File: src/rtl/enemy_spawn_scheduler.sv
// rtl/enemy_spawn_scheduler.sv - enemy car spawn sequencing, pass counting and difficulty ramp
//
// Decides when the next enemy car enters, which lane it takes and which idle
// sprite slot carries it. Counts cars leaving the bottom of the track and
// shortens the spawn gap every eight spawns.
//
// Ports:
//   logic_clk     game-logic clock, all state advances on its rising edge
//   reset         synchronous, active-high
//   run           game running; low returns the scheduler to IDLE
//   collision     level freeze; all state and outputs hold while high
//   slot_pos_y    current pos_y of each slot, slot i at [10i+9:10i]
//   spawn_req     per-slot level request to start a descent
//   slot_x        per-slot lane x, latched when the slot is picked
//   passed_count  saturating count of cars that reached TRACK_END
//   gap_cur       current spawn gap in ticks
module enemy_spawn_scheduler #(
  parameter int          N_SLOTS     = 4,
  parameter logic [9:0]  LANE_X0     = 10'd160,
  parameter logic [9:0]  LANE_X1     = 10'd280,
  parameter logic [9:0]  LANE_X2     = 10'd400,
  parameter logic [9:0]  TRACK_END   = 10'd600,
  parameter logic [9:0]  SPAWN_GAP   = 10'd200,
  parameter logic [9:0]  GAP_STEP    = 10'd16,
  parameter logic [9:0]  GAP_MIN     = 10'd64,
  parameter logic [15:0] PASSED_INIT = 16'd0
) (
  input  logic                   logic_clk,
  input  logic                   reset,
  input  logic                   run,
  input  logic                   collision,
  input  logic [10*N_SLOTS-1:0]  slot_pos_y,
  output logic [N_SLOTS-1:0]     spawn_req,
  output logic [10*N_SLOTS-1:0]  slot_x,
  output logic [15:0]            passed_count,
  output logic [9:0]             gap_cur
);

  localparam int SW = (N_SLOTS > 1) ? $clog2(N_SLOTS) : 1;

  typedef enum logic [1:0] {IDLE, GAP, PICK, SPAWN} state_t;

  state_t                state, state_nxt;
  logic [9:0]            gap_cnt, gap_cnt_nxt;
  logic [7:0]            lfsr;
  logic [2:0]            spawn_count, spawn_count_nxt;
  logic [SW-1:0]         sel, sel_nxt;
  logic [N_SLOTS-1:0]    active, active_nxt;
  logic [N_SLOTS-1:0]    spawn_req_nxt;
  logic [10*N_SLOTS-1:0] slot_x_nxt;
  logic [15:0]           passed_nxt;
  logic [9:0]            gap_cur_nxt;

  logic [9:0]            pos [N_SLOTS];
  logic [N_SLOTS-1:0]    idle;
  logic [N_SLOTS-1:0]    pass;
  logic [N_SLOTS-1:0]    ack_mask;
  logic                  found;
  logic [SW-1:0]         pick_idx;
  logic [9:0]            sel_pos;
  logic [9:0]            lane_x;
  logic [10:0]           gap_dec;
  logic [9:0]            gap_floor;
  logic [16:0]           passed_sum;

  // Per-slot status. active[] is the registered view, so a slot passing this
  // tick is still not idle; it can be reused from the next tick on.
  always_comb begin
    for (int i = 0; i < N_SLOTS; i++) begin
      pos[i]  = slot_pos_y[10*i +: 10];
      idle[i] = !active[i] && (pos[i] >= TRACK_END);
      pass[i] = active[i] && (pos[i] == TRACK_END);
    end
  end

  // Lowest-index idle slot: scan downwards so the last hit is the lowest.
  always_comb begin
    found    = 1'b0;
    pick_idx = '0;
    for (int i = N_SLOTS - 1; i >= 0; i--) begin
      if (idle[i]) begin
        found    = 1'b1;
        pick_idx = SW'(i);
      end
    end
  end

  assign sel_pos = pos[sel];

  // Two LFSR bits give four codes for three lanes; code 3 is folded onto an
  // outer lane using a third bit so the middle lane is not favoured.
  always_comb begin
    case (lfsr[1:0])
      2'd0:    lane_x = LANE_X0;
      2'd1:    lane_x = LANE_X1;
      2'd2:    lane_x = LANE_X2;
      default: lane_x = lfsr[2] ? LANE_X2 : LANE_X0;
    endcase
  end

  // Gap reduction in 11 bits so a small gap cannot wrap before the floor test.
  assign gap_dec   = {1'b0, gap_cur} - {1'b0, GAP_STEP};
  assign gap_floor = (gap_dec[10] || (gap_dec[9:0] < GAP_MIN)) ? GAP_MIN : gap_dec[9:0];

  always_comb begin
    passed_sum = {1'b0, passed_count};
    for (int i = 0; i < N_SLOTS; i++) begin
      passed_sum = passed_sum + {16'd0, pass[i]};
    end
  end

  assign passed_nxt = passed_sum[16] ? 16'hFFFF : passed_sum[15:0];

  always_comb begin
    state_nxt       = state;
    gap_cnt_nxt     = gap_cnt;
    spawn_count_nxt = spawn_count;
    sel_nxt         = sel;
    spawn_req_nxt   = spawn_req;
    slot_x_nxt      = slot_x;
    gap_cur_nxt     = gap_cur;
    ack_mask        = '0;

    if (!run) begin
      state_nxt     = IDLE;
      spawn_req_nxt = '0;
    end else begin
      case (state)
        IDLE: begin
          state_nxt   = GAP;
          gap_cnt_nxt = gap_cur;
        end
        GAP: begin
          if (gap_cnt == 10'd0) begin
            state_nxt = PICK;
          end else begin
            gap_cnt_nxt = gap_cnt - 10'd1;
          end
        end
        PICK: begin
          if (found) begin
            state_nxt     = SPAWN;
            sel_nxt       = pick_idx;
            spawn_req_nxt = '0;
            for (int i = 0; i < N_SLOTS; i++) begin
              if (pick_idx == SW'(i)) begin
                spawn_req_nxt[i]       = 1'b1;
                slot_x_nxt[10*i +: 10] = lane_x;
              end
            end
          end
        end
        SPAWN: begin
          // The sprite acknowledges by starting its descent above TRACK_END.
          if (sel_pos < TRACK_END) begin
            state_nxt       = GAP;
            gap_cnt_nxt     = gap_cur;
            spawn_req_nxt   = '0;
            spawn_count_nxt = spawn_count + 3'd1;
            for (int i = 0; i < N_SLOTS; i++) begin
              if (sel == SW'(i)) begin
                ack_mask[i] = 1'b1;
              end
            end
            if (spawn_count == 3'd7) begin
              gap_cur_nxt = gap_floor;
            end
          end
        end
        default: state_nxt = IDLE;
      endcase
    end

    active_nxt = (active & ~pass) | ack_mask;
  end

  always_ff @(posedge logic_clk) begin
    if (reset) begin
      state        <= IDLE;
      gap_cnt      <= '0;
      lfsr         <= 8'hA5;
      spawn_count  <= '0;
      sel          <= '0;
      active       <= '0;
      spawn_req    <= '0;
      slot_x       <= '0;
      passed_count <= PASSED_INIT;
      gap_cur      <= SPAWN_GAP;
    end else if (!collision) begin
      state        <= state_nxt;
      gap_cnt      <= gap_cnt_nxt;
      lfsr         <= {lfsr[6:0], lfsr[7] ^ lfsr[5] ^ lfsr[4] ^ lfsr[3]};
      spawn_count  <= spawn_count_nxt;
      sel          <= sel_nxt;
      active       <= active_nxt;
      spawn_req    <= spawn_req_nxt;
      slot_x       <= slot_x_nxt;
      passed_count <= passed_nxt;
      gap_cur      <= gap_cur_nxt;
    end
  end

endmodule

File: config.mk
export PLATFORM = sky130hd
export DESIGN_NAME = enemy_spawn_scheduler
export DESIGN_NICKNAME = d
export VERILOG_FILES = /design/src/rtl/enemy_spawn_scheduler.sv
export SDC_FILE = /design/constraint.sdc
export NUM_CORES = 1
export LEC_CHECK = 0
export ABC_CLOCK_PERIOD_IN_PS = 4660
export CAP_MARGIN = 20
export CORE_ASPECT_RATIO = 0.7
export CORE_MARGIN = 3
export CORE_UTILIZATION = 26
export CTS_CLUSTER_SIZE = 8
export DETAILED_ROUTE_END_ITERATION = 6
export GPL_ROUTABILITY_DRIVEN = 0
export GPL_TIMING_DRIVEN = 0
export PLACE_DENSITY = 0.45
export SYNTH_ARGS = -nofsm -noshare
export SYNTH_HDL_FRONTEND = slang
export SYNTH_SLANG_ARGS = --single-unit
File: constraint.sdc
create_clock -name logic_clk -period 4.66 [get_ports logic_clk]
set_input_delay 1.165 -clock logic_clk [delete_from_list [all_inputs] [get_ports logic_clk]]
set_output_delay 1.165 -clock logic_clk [all_outputs]
set_load 0.01 [all_outputs]
==> results of run 1 <==
[kinds of logic (layout without fill, tap and decap cells)]
family / after synthesis / after routing / share of synthesized area
compound gates: 105 / 105 / 0.176
buf+inv: 68 / 175 / 0.0898
mux: 34 / 34 / 0.0974
other cells: 1 / 23 / 0.000904
simple gates: 166 / 166 / 0.206
fa+ha+maj: 16 / 16 / 0.0537
xor+xnor: 14 / 14 / 0.0295
flops: 72 / 72 / 0.347
[layer usage]
metal	routed length (µm)	global-route usage
met5	0	0
met4	68	0.0231
met3	667	0.0404
met2	5500	0.210
met1	6520	0.217
[stage by stage]
stage / instance area (µm²) / util / hold slack, ns / setup TNS [ns] / power (W)
final: 5700 / 0.376 / 0.475 / 0 / 0.00160
after global routing: 5700 / 0.376 / 0.481 / 0 / 0.00167
after CTS: 5690 / 0.376 / 0.470 / 0 / 0.00162
after detailed placement: 5380 / 0.355 / 0.461 / -3.32 / 0.000874
after global placement: 5370 / 0.355 / 0.450 / -3.28 / 0.000871
after floorplan: 4230 / - / 0.439 / 0 / 0.000789
[worst paths after layout]
path                                                 from                            to  slack [ns]
worst max register to register     active[2]$_SDFFE_PP0N_  passed_count[1]$_SDFFE_PP0N_        1.67
worst max-delay path                       slot_pos_y[24]  passed_count[1]$_SDFFE_PP0N_        0.32
worst min register to register  spawn_req[1]$_SDFFE_PP0P_     spawn_req[1]$_SDFFE_PP0P_        0.48
worst min-delay path            spawn_req[1]$_SDFFE_PP0P_     spawn_req[1]$_SDFFE_PP0P_        0.48
[sequential cells by signal, indices dropped and copies added (netlist names)]
register,flops
gap_cnt,10
gap_cur,7
lfsr,8
passed_count,16
spawn_count,3
slot_x,16
active,4
state,2
spawn_req,4
sel,2
[layout make-up]
cell class	instances	area share
clock buffers	11	0.0408
flip-flops and latches	72	0.253
repair buffers	91	0.158
well taps	195	0.0428
inverters	22	0.0145
clock inverters	5	0.0143
plain buffers	46	0.0516
multi-input cells	358	0.425
[placed cells by master, fill, tap and decap left out, types with 13 or more instances in the layout]
cell / instances
clkdlybuf4s50_1: 89
dfxtp_1: 72
nor2_1: 44
nand2_1: 37
a21oi_1: 33
mux2i_1: 28
buf_4: 27
conb_1: 23
inv_1: 22
clkbuf_1: 16
ha_1: 13
[critical path, cell delays in order]
cell and delay (ns):
clkdlybuf4s50_1 0.48, nand2_1 0.12, nor3b_1 0.22, nand4_1 0.19, nor2_1 0.19, fa_1 0.44
inv_1 0.09, fa_1 0.20, inv_1 0.06, fa_1 0.37, and3b_1 0.23, nand2b_2 0.15
nor2_1 0.10, nand3_1 0.18, clkbuf_4 0.26, a21oi_1 0.08
[where the power goes]
group	switching, W	internal [W]	total (W)
clock network	0.000263	0.000469	0.000732
logic	0.000121	0.000103	0.000225
registers	0.0000115	0.000627	0.000639
total	0.000396	0.00120	0.00160
[repair_timing]
| item | in CTS | in global routing |
|---|---|---|
| gates cloned | 0 | 0 |
| endpoints found under the setup margin | 8 | 10 |
| resized for setup | 1 | 3 |
| endpoints found under the hold margin | 0 | 0 |
==> impl_metrics.py, run 1 <==
metrics = {
    "status": {
        "status": "finished clean",
    },
    "floorplanning": {
        "boundaryPins": 114,
        "initial_utilization": 0.274,
        "die_x_um": 157,
        "core_area_um2": 15100,
        "die_h_um": 112,
        "fp-row-count": 37,
        "die_area_um2": 17500,
    },
    "power": {
        "p_leak_nw": 2.16,
        "peakVddDrop_mv": 0.170,
        "p_per_area_nw_per_um2": 280,
    },
    "clock_tree": {
        "numCtsBuffers": 9,
        "postCtsSetupRepairBufs": 0,
        "clkSinkCount": 72,
        "clk_pin_slew_worst_paths_ns": 0.06,
        "clock_latency_ns": 0.33,
        "cts_tree": "built",
        "clock_path_buffers": 2,
        "cts.htree.levels": 3,
        "cts_hold_buffers": 0,
        "root_buffer": "clkbuf_16",
    },
    "sta": {
        "finalMaxSlewViolations": 0,
        "setup_viol": 0,
        "period_minus_slack_ns": 4.34,
        "worst_pin_slew_ns": 1.06,
        "fin_ws_ns": 0.318,
        "fin_skew_ns": 0.00631,
        "slew_headroom": 0.290,
        "hold_viol_final": 0,
        "max_freq_mhz": 230,
        "rsz0062_at_grt": "false",
        "post-route-period-util": 0.932,
    },
    "grt": {
        "antenna_found_initial": 0,
        "grt_use_total": 0.145,
        "grt_pass1_wl_um": 20300,
        "grt_max_degree": 13,
        "grt_pass1_vias": 3697,
        "grt-ovfl-total": 0,
    },
    "synth": {
        "yosysTopAreaCell": "dfxtp_1",
        "ys.flop_type": "dfxtp_1",
        "yosysMostFrequentCell": "dfxtp_1",
        "synth_area_per_cell_um2": 8.72,
        "synth_cells": 476,
        "yosys.cell_types.count": 68,
        "ys_warn_count": 0,
        "synth_area_leaders": "dfxtp_1, mux2i_1, buf_4",
        "ys_seq_area_frac": 0.347,
        "synth-edff-count": 0,
        "synth_top_area_frac": 0.347,
        "ys_async_sr_fraction": 0,
        "ys_ff_latch": 72,
        "synthTopCellsByCount": "dfxtp_1, nor2_1, nand2_1",
        "netlist_area_um2": 4150,
    },
    "detailed_routing": {
        "wl_per_cell_um": 16.0,
        "drc_errors": 0,
        "drt_pass1_iterations": 5,
        "drtIter0Drc": 272,
        "viasPerCell": 4.84,
        "wl_um": 12800,
        "dr_total_vias": 3870,
        "ant_nets": 0,
    },
    "final_layout": {
        "drive_gt1_frac": 0.101,
        "fillers": 1545,
        "regArea_um2": 1440,
        "area_growth_syn_to_layout_pct": 37.3,
        "nets": 660,
        "antenna_cells": 0,
        "stdcell_count": 800,
        "multiInputGateArea_um2": 2420,
    },
    "flow_run": {
        "drv_cap": 0,
    },
    "setup_path": {
        "path_class": "input port to flip-flop",
        "crit_fanout": 10,
        "start_kind": "input port",
        "reg2reg_depth": 13,
        "critPathCaptureType": "flip-flop",
        "critical_path_arrival_ns": 4.52,
        "cp.required_ns": 4.84,
    },
    "min_path": {
        "min_path_type": "flip-flop to flip-flop",
        "holdPathStages": 1,
    },
    "placement": {
        "pre_cts_ws_ns": -0.346,
        "numPortBuffers": 89,
        "place_inst": 784,
        "hpwlAfterDp_um": 9810,
    },
}
Note: power is estimated with default switching activity, not from simulation.
==> run 2: changes to the inputs <==
TNS_END_PERCENT = 50   (was unset)
==> results of run 2 <==
Same layout as run 1: the final DEF is identical, and so are final timing and power.
